`src/rtl/word_packer.sv`:
```
// rtl/word_packer.sv - packs RATIO WIDTH-bit items into one word, with idle-timeout partial emission
// Accumulator feeds a separate output register so a full word can leave while the next one fills.
module word_packer #(
  parameter int WIDTH   = 8,
  parameter int RATIO   = 4,
  parameter int TIMEOUT = 255
) (
  input  logic                         i_clk,
  input  logic                         i_rstn,
  input  logic                         i_cg,
  input  logic                         i_flush,
  input  logic [WIDTH-1:0]             i_data,
  input  logic                         i_valid,
  output logic                         o_ready,
  output logic [RATIO*WIDTH-1:0]       o_data,
  output logic [$clog2(RATIO+1)-1:0]   o_count,
  output logic                         o_valid,
  input  logic                         i_ready,
  output logic                         o_partial
);

  localparam int CW = $clog2(RATIO + 1);
  localparam int IW = (TIMEOUT > 0) ? $clog2(TIMEOUT + 1) : 1;
  localparam logic [CW-1:0] FULL_N   = CW'(RATIO);
  localparam logic [IW-1:0] IDLE_MAX = IW'(TIMEOUT);

  logic [RATIO*WIDTH-1:0] acc_q, acc_d;
  logic [CW-1:0]          acc_n_q, acc_n_d;
  logic [RATIO*WIDTH-1:0] out_data_q, out_data_d;
  logic [CW-1:0]          out_count_q, out_count_d;
  logic                   out_partial_q, out_partial_d;
  logic                   out_valid_q, out_valid_d;
  logic [IW-1:0]          idle_q, idle_d;

  logic full;
  logic timeout_hit;
  logic xfer;
  logic push;
  logic pop;

  assign full        = (acc_n_q == FULL_N);
  assign timeout_hit = (TIMEOUT != 0) && (idle_q == IDLE_MAX) && (acc_n_q != '0);
  assign xfer        = i_cg && !i_flush && (!out_valid_q || i_ready) && (full || timeout_hit);

  assign o_ready   = i_cg && !i_flush && (!full || xfer);
  assign o_valid   = i_cg && out_valid_q;
  assign push      = o_ready && i_valid;
  assign pop       = o_valid && i_ready;

  assign o_data    = out_data_q;
  assign o_count   = out_count_q;
  assign o_partial = out_partial_q;

  always_comb begin
    acc_d         = acc_q;
    acc_n_d       = acc_n_q;
    out_data_d    = out_data_q;
    out_count_d   = out_count_q;
    out_partial_d = out_partial_q;
    out_valid_d   = out_valid_q;
    idle_d        = idle_q;

    if (i_cg) begin
      if (i_flush) begin
        acc_d       = '0;
        acc_n_d     = '0;
        out_valid_d = 1'b0;
      end else if (xfer) begin
        // Lanes at or beyond acc_n are forced to zero so partial words are clean.
        out_data_d = '0;
        for (int k = 0; k < RATIO; k++) begin
          if (CW'(k) < acc_n_q) begin
            out_data_d[k*WIDTH +: WIDTH] = acc_q[k*WIDTH +: WIDTH];
          end
        end
        out_count_d   = acc_n_q;
        out_partial_d = (acc_n_q < FULL_N);
        out_valid_d   = 1'b1;
        acc_d         = '0;
        if (push) begin
          acc_d[WIDTH-1:0] = i_data;
          acc_n_d          = CW'(1);
        end else begin
          acc_n_d = '0;
        end
      end else begin
        if (push) begin
          for (int k = 0; k < RATIO; k++) begin
            if (CW'(k) == acc_n_q) begin
              acc_d[k*WIDTH +: WIDTH] = i_data;
            end
          end
          acc_n_d = acc_n_q + CW'(1);
        end
        if (pop) begin
          out_valid_d = 1'b0;
        end
      end

      // A busy output register leaves idle parked at its limit until xfer can happen.
      if (i_flush || push || xfer || (acc_n_q == '0)) begin
        idle_d = '0;
      end else if (idle_q != IDLE_MAX) begin
        idle_d = idle_q + IW'(1);
      end
    end
  end

  always_ff @(posedge i_clk or negedge i_rstn) begin
    if (!i_rstn) begin
      acc_q         <= '0;
      acc_n_q       <= '0;
      out_data_q    <= '0;
      out_count_q   <= '0;
      out_partial_q <= 1'b0;
      out_valid_q   <= 1'b0;
      idle_q        <= '0;
    end else begin
      acc_q         <= acc_d;
      acc_n_q       <= acc_n_d;
      out_data_q    <= out_data_d;
      out_count_q   <= out_count_d;
      out_partial_q <= out_partial_d;
      out_valid_q   <= out_valid_d;
      idle_q        <= idle_d;
    end
  end

endmodule

```
`config.mk`:
```
export PLATFORM = sky130hd
export DESIGN_NAME = word_packer
export DESIGN_NICKNAME = d
export VERILOG_FILES = /design/src/rtl/word_packer.sv
export SDC_FILE = /design/constraint.sdc
export NUM_CORES = 1
export LEC_CHECK = 0
export ABC_AREA = 0
export BUFFER_PORTS_ARGS = -buffer_cell sky130_fd_sc_hd__buf_2
export CAP_MARGIN = 15
export CORE_MARGIN = 2
export CORE_UTILIZATION = 60
export CTS_BUF_LIST = sky130_fd_sc_hd__clkbuf_4 sky130_fd_sc_hd__clkbuf_8 sky130_fd_sc_hd__clkbuf_16
export DETAILED_ROUTE_END_ITERATION = 7
export GPL_ROUTABILITY_DRIVEN = 0
export HOLD_SLACK_MARGIN = 0.08
export PLACE_DENSITY_LB_ADDON = 0.05
export SYNTH_ARGS = -nofsm -noshare
export SYNTH_HDL_FRONTEND = slang
export SYNTH_SLANG_ARGS = --single-unit
export TNS_END_PERCENT = 5
```
`constraint.sdc`:
```
create_clock -name i_clk -period 4.75 [get_ports i_clk]
set_input_delay 0.2375 -clock i_clk [delete_from_list [all_inputs] [get_ports i_clk]]
set_output_delay 0.2375 -clock i_clk [all_outputs]
set_load 0.02 [all_outputs]
```
### Word-level counts from Yosys, hierarchy flattened

Index checks and enable logic that the tools add are counted.

| cells by class | value |
|---|---|
| add/subtract/negate cells | 2 |
| equality and inequality tests | 6 |
| multiplexer cells | 21 |
| $lt $le $gt $ge | 5 |
| reductions and logical operators | 34 |
| bitwise operators | 1 |

Operators by type and width:

| cell | number |
|---|---|
| 2-to-1 mux 32 bit | 3 |
| 2-to-1 mux 8 bit | 11 |
| nonzero test 3 bit | 7 |
| AND reduction 3 bit | 5 |
| 2-to-1 mux 3 bit | 3 |
| adder 8 x 1 -> 8 bit, second input constant | 1 |
| == test 8 bit, second input constant | 1 |
| logical AND 1 bit | 8 |
| inequality test 8 bit, second input constant | 1 |
| == test 2 x 3 -> 1 bit, first input constant | 2 |
| logical OR 1 bit | 6 |
| less-than comparator 1 x 3 -> 1 bit, first input constant | 2 |
| less-than comparator 2 x 3 -> 1 bit, first input constant | 2 |
| AND reduction 2 bit | 3 |
| 2-to-1 mux 1 bit | 4 |
| adder 3 x 1 -> 3 bit, second input constant | 1 |
| == test 1 x 3 -> 1 bit, first input constant | 1 |
| == test 3 bit, second input constant | 1 |
| logical NOT 1 bit | 3 |
| logical NOT 3 bit | 1 |
| less-than comparator 3 bit, second input constant | 1 |
| nonzero test 2 bit | 1 |
| inverter 1 bit | 1 |

| storage, ports and cells | value |
|---|---|
| register bits after elaboration | 80 |
| logic and storage cells | 79 |
| output and inout port bits | 38 |

### Logic depth before layout (Yosys ltp)

| logic depth | value |
|---|---|
| depth after elaboration | 12 |
| depth in mapped cells | 9 |

### Worst setup path after synthesis

Ideal clock, no wire load.

| timing path | value |
|---|---|
| kind | reg-to-reg |
| from | register acc_n_q[1] |
| to | register acc_n_q[2] |
| cell stages (with the launch flop) | 10 |
| setup slack | 2.369 ns |
| arrival time | 2.257 ns |
| data required time | 4.626 ns |
| path buffers | 2 |
| cell sequence | dfrtp_1 clkinv_1 ha_1 nor2b_1 buf_2 or4_4 a21oi_4 buf_6 a2111oi_0 a211o_1 |

| on the way | value |
|---|---|
| longest elaborated chain between the ends | 9 |
| elaborated cells on any way between the ends | 15 |
| those cells by class | 1 x add/sub; 1 x eq/ne; 3 x mux; 10 x reduce/logical |

RTL lines:

| element | RTL line | RTL |
|---|---|---|
| from (decl) | 28 | `logic [CW-1:0] acc_n_q, acc_n_d;` |
| from (signal assigned) | 120 | `acc_n_q <= acc_n_d;` |
| nonzero test 3 bit | 42 | `assign timeout_hit = (TIMEOUT != 0) && (idle_q == IDLE_MAX) && (acc_n_q != '0);` |
| logical AND 1 bit | 42 |  |
| logical OR 1 bit | 43 | `assign xfer = i_cg && !i_flush && (!out_valid_q \|\| i_ready) && (full \|\| timeout_hit);` |
| logical AND 1 bit | 43 |  |
| logical OR 1 bit | 45 | `assign o_ready = i_cg && !i_flush && (!full \|\| xfer);` |
| logical AND 1 bit | 45 |  |
| logical AND 1 bit | 47 | `assign push = o_ready && i_valid;` |
| nonzero test 3 bit (no source line) | n/a |  |
| AND reduction 2 bit (no source line) | n/a |  |

Several ways; a longest one is shown, not always the timed one. The select of a mux whose other input is x is not followed.
A chain may end at the register's enable or synchronous reset.

### Final worst setup path

| timing path | value |
|---|---|
| from | register acc_n_q[0] |
| to | register acc_q[17] |

| on the way | value |
|---|---|
| longest elaborated chain between the ends | 9 |
| elaborated cells on any way between the ends | 15 |
| those cells by class | 2 x eq/ne; 2 x mux; 11 x reduce/logical |

RTL lines:

| element | RTL line | RTL |
|---|---|---|
| nonzero test 3 bit | 42 |  |
| logical AND 1 bit | 42 |  |
| logical OR 1 bit | 43 |  |
| logical AND 1 bit | 43 |  |
| logical OR 1 bit | 45 |  |
| logical AND 1 bit | 45 |  |
| logical AND 1 bit | 47 |  |
| nonzero test 3 bit (no source line) | n/a |  |
| AND reduction 3 bit (no source line) | n/a |  |
| to (signal assigned) | 111 | `acc_q <= '0;` |
| to (signal assigned) | 119 | `acc_q <= acc_d;` |
| to (decl) | 27 | `logic [RATIO*WIDTH-1:0] acc_q, acc_d;` |

Several ways; a longest one is shown, not always the timed one.

==> summary.md <==
| Metric | Value |
|---|---|
| # diodes | 0 |
| Max-cap violations | 0 |
| VDD IR-drop max | 0.3179 mV |
| #FFs+latches synth | 80 |
| Post-DP HPWL | 5025 µm |
| Hold Crit Class | input port to register |
| Placed cell count | 443 |
| DRT iter0 DRCs | 178 |
| Sw frac | 32.52% |
| Gr ovfl total | 0 |
| Routing usage on met1 | 35.78% |
| Share of layout cells above drive strength 1 | 20.62% |
| Yosys warns | 0 |
| Total Nets Final | 401 |
| Post-CTS sizing | 0 |
| Routed Antenna Nets | 0 |
| Status | finished, final reports clean |
| Top-area cell type share of the netlist area | 57.49% |
| Rel. slew slack | 36.38% |
| Vias in the first global route | 2501 |
| GRT Overall Usage | 25.53% |
| Area of the core | 0.005540 mm² |
| Worst endpoint required time | 5.05 ns |
| CP startpoint | acc_n_q[0] |
| Sequential power share | 51.8% |
| Worst-Margin Slew | 0.9543 ns |
| Vias/cell | 5.835 |
| Ys async rst share | 100.0% |
| Residual DRC | 0 |
| Chip Height | 80.18 µm |
| Met2 Use GR | 39.50% |
| Synth area leaders | dfrtp_1 (57%), nand2_1 (8.8%), a22o_1 (8.3%) |
| Finished Layout Cells | 460 |
| Top post-synthesis cells by count | nand2_1 (82), dfrtp_1 (80), o21ai_0 (41), a22o_1 (33), a21oi_1 (12) |
| Wire per inst | 16.18 µm |
| Final setup violation count | 0 |
| Critical Path AT | 3.14 ns |
| First-pass GRT wire length | 12420 µm |
| FMAX | 0.3522 GHz |
| Worst-path fanout max | 12 |
| Syn nets | 354 |
| EDFF count, synth | 0 |
| Synthesized instance count | 336 |
| Initial DRT Pass Iterations | 5 |
| Final Hold Viols | 0 |
| Switching Power | 479.0 µW |
| RSZ-0062 raised after global routing | no |
| # rows | 27 |
| Fin. max-slew vios | 0 |
| # clock sinks | 80 |
| Initial Util | 62.85% |
| # IOs | 52 |
| Synth area leader | dfrtp_1 |
| WS Path Type | register to register |
| Power Dens Cells | 373.0 mW/mm² |
| Type of origin of the critical path | register |
| Area grow syn2layout | 13.40% |
| Die area | 0.006429 mm² |
| Initial antenna violation count | 0 |
| Setup Total Neg Slack | 0 ns |
| Clock skew | 0.01056 ns |
| Final wirelength | 7441 µm |
| Largest net degree at the start of global routing | 81 |
| Critical Path End Type | register |
| Clk Latency, worst-skew pair | 0.36 ns |
| Die width | 80.18 µm |
| Reg-to-reg startpoint | acc_n_q[0] |
| Combinational power share | 16.7% |
| Cell with the most instances after synthesis | nand2_1 |
| Syn Area/Cell | 10.36 µm² |
| I/O Buffers | 51 |
| Mapped cell area | 0.003482 mm² |
| Hold Startpoint | i_data[7] |
| H-tree levels | 3 |
| Top FF cell, synth | dfrtp_1 |
| Yosys cell types | 47 |
| Vias | 2684 |
| Fill cell count | 439 |
| Static leakage | 1.903 nW |
| Worst-path clk slew | 0.08 ns |
| GRT met3 Usage | 6.180% |
| Minimum clock period | 2.839 ns |
| CTS Buf Count | 9 |
| CTS Root Cell | clkbuf_8 |
| Busiest grt layer | met2 |
| Sequential fraction of the synthesis area | 57.49% |
| Clock Tree Buf Depth | 2 |
| Internal | 993.9 µW |
| Fin crit share | 59.77% |
| Clk pwr share | 31.4% |
| TritonCTS clock tree | built |
critical path: stages (launching register included):
cell and delay, ns:
dfrtp_1 0.46, inv_1 0.21, ha_1 0.19, nor2b_1 0.46
or4_4 0.28, a21oi_4 0.13, o31ai_1 0.81, a22o_1 0.23
layout by cell type (no fill, tap or decap), types with 2 or more instances in the layout:
master	synthesis	layout
a22o_1	33	33
nor2_1	6	6
nor2b_1	2	2
a2111oi_0	2	2
buf_2	5	50
inv_1	5	5
and3_1	2	2
and2_1	3	3
mux2_2	2	2
a21oi_1	12	12
o31ai_1	2	2
a31oi_1	2	2
inv_6	0	2
dfrtp_1	80	80
o21ai_0	41	41
nor4_1	2	2
clkinv_2	0	2
nand3_1	7	7
nor3_1	3	3
ha_1	4	4
buf_4	0	2
mux2i_1	3	3
nand4_1	3	3
clkbuf_8	0	9
nand2_1	82	82
final cells by class:
cell class | instances | area (µm²) | share of cell area [%]
flip-flops and latches | 80 | 2002 | 50.70
clock inverters | 7 | 55.05 | 1.394
repair buffers | 53 | 275.3 | 6.971
multi-input cells | 233 | 1380 | 34.95
inverters | 6 | 22.52 | 0.5703
clock buffers | 9 | 123.9 | 3.137
well taps | 72 | 90.09 | 2.281
path summary, 6_finish.rpt:
| path | slack [ns] | depth (start not counted) | to |
|---|---|---|---|
| setup / recovery | 1.91 | 7 | acc_q[17] |
| hold / removal | 0.17 | 2 | acc_q[7] |
| setup reg to reg | 1.91 | 7 | acc_q[17] |
| hold reg to reg | 0.47 | 1 | idle_q[7] |
| max in group asynchronous | 3.54 | 2 | idle_q[1] |
| min in group asynchronous | 0.61 | 2 | o_data[18] |
per-stage QoR:
step,setup slack [ns],power (mW),utilization (%),area (µm²),hold WS (ns)
final,1.911,1.473,71.27,3949,0.1713
after global routing,1.711,1.547,71.27,3949,0.1753
after CTS,1.948,1.483,71.27,3949,0.1599
after detailed placement,1.970,1.022,67.86,3760,0.4535
after global placement,2.097,1.017,67.86,3760,0.4480
after floorplan,2.369,0.9396,-,3482,-0.05809
metal layers:
| metal | share of wire [%] | up-vias | wire length (µm) |
|---|---|---|---|
| met5 | 0 | - | 0 |
| met4 | 1.6 | 0 | 120 |
| met3 | 5.6 | 16 | 414 |
| met2 | 47 | 94 | 3504 |
| met1 | 46 | 1274 | 3401 |
| li1 | - | 1300 | - |
registers in the layout, indices dropped and copies added, names as in the netlist:
signal       flops
acc_n_q          3
acc_q           32
idle_q           8
o_count          3
o_data          32
o_partial        1
out_valid_q      1
power groups by stage:
stage	combinational [mW]	sequential, mW	clock, mW
after floorplan	0.157	0.783	0
after global placement	0.242	0.776	0
after detailed placement	0.246	0.776	0
after CTS	0.247	0.763	0.472
after global routing	0.276	0.770	0.501
final	0.247	0.764	0.463
what timing repair did:
action                    in CTS  in global routing
hold endpoints to repair      80                  0
buffers inserted               0                  0
hold buffers                   1                  0
kinds of logic (layout without fill, tap and decap cells):
kind of cell | Yosys count | count (layout) | share of synthesized area, %
compound gates | 106 | 106 | 21.60
fa+ha+maj | 4 | 4 | 1.437
mux | 5 | 5 | 1.509
flops | 80 | 80 | 57.49
simple gates | 118 | 118 | 15.09
buf+inv | 23 | 75 | 2.874
Power figures use the tool's default switching activity.
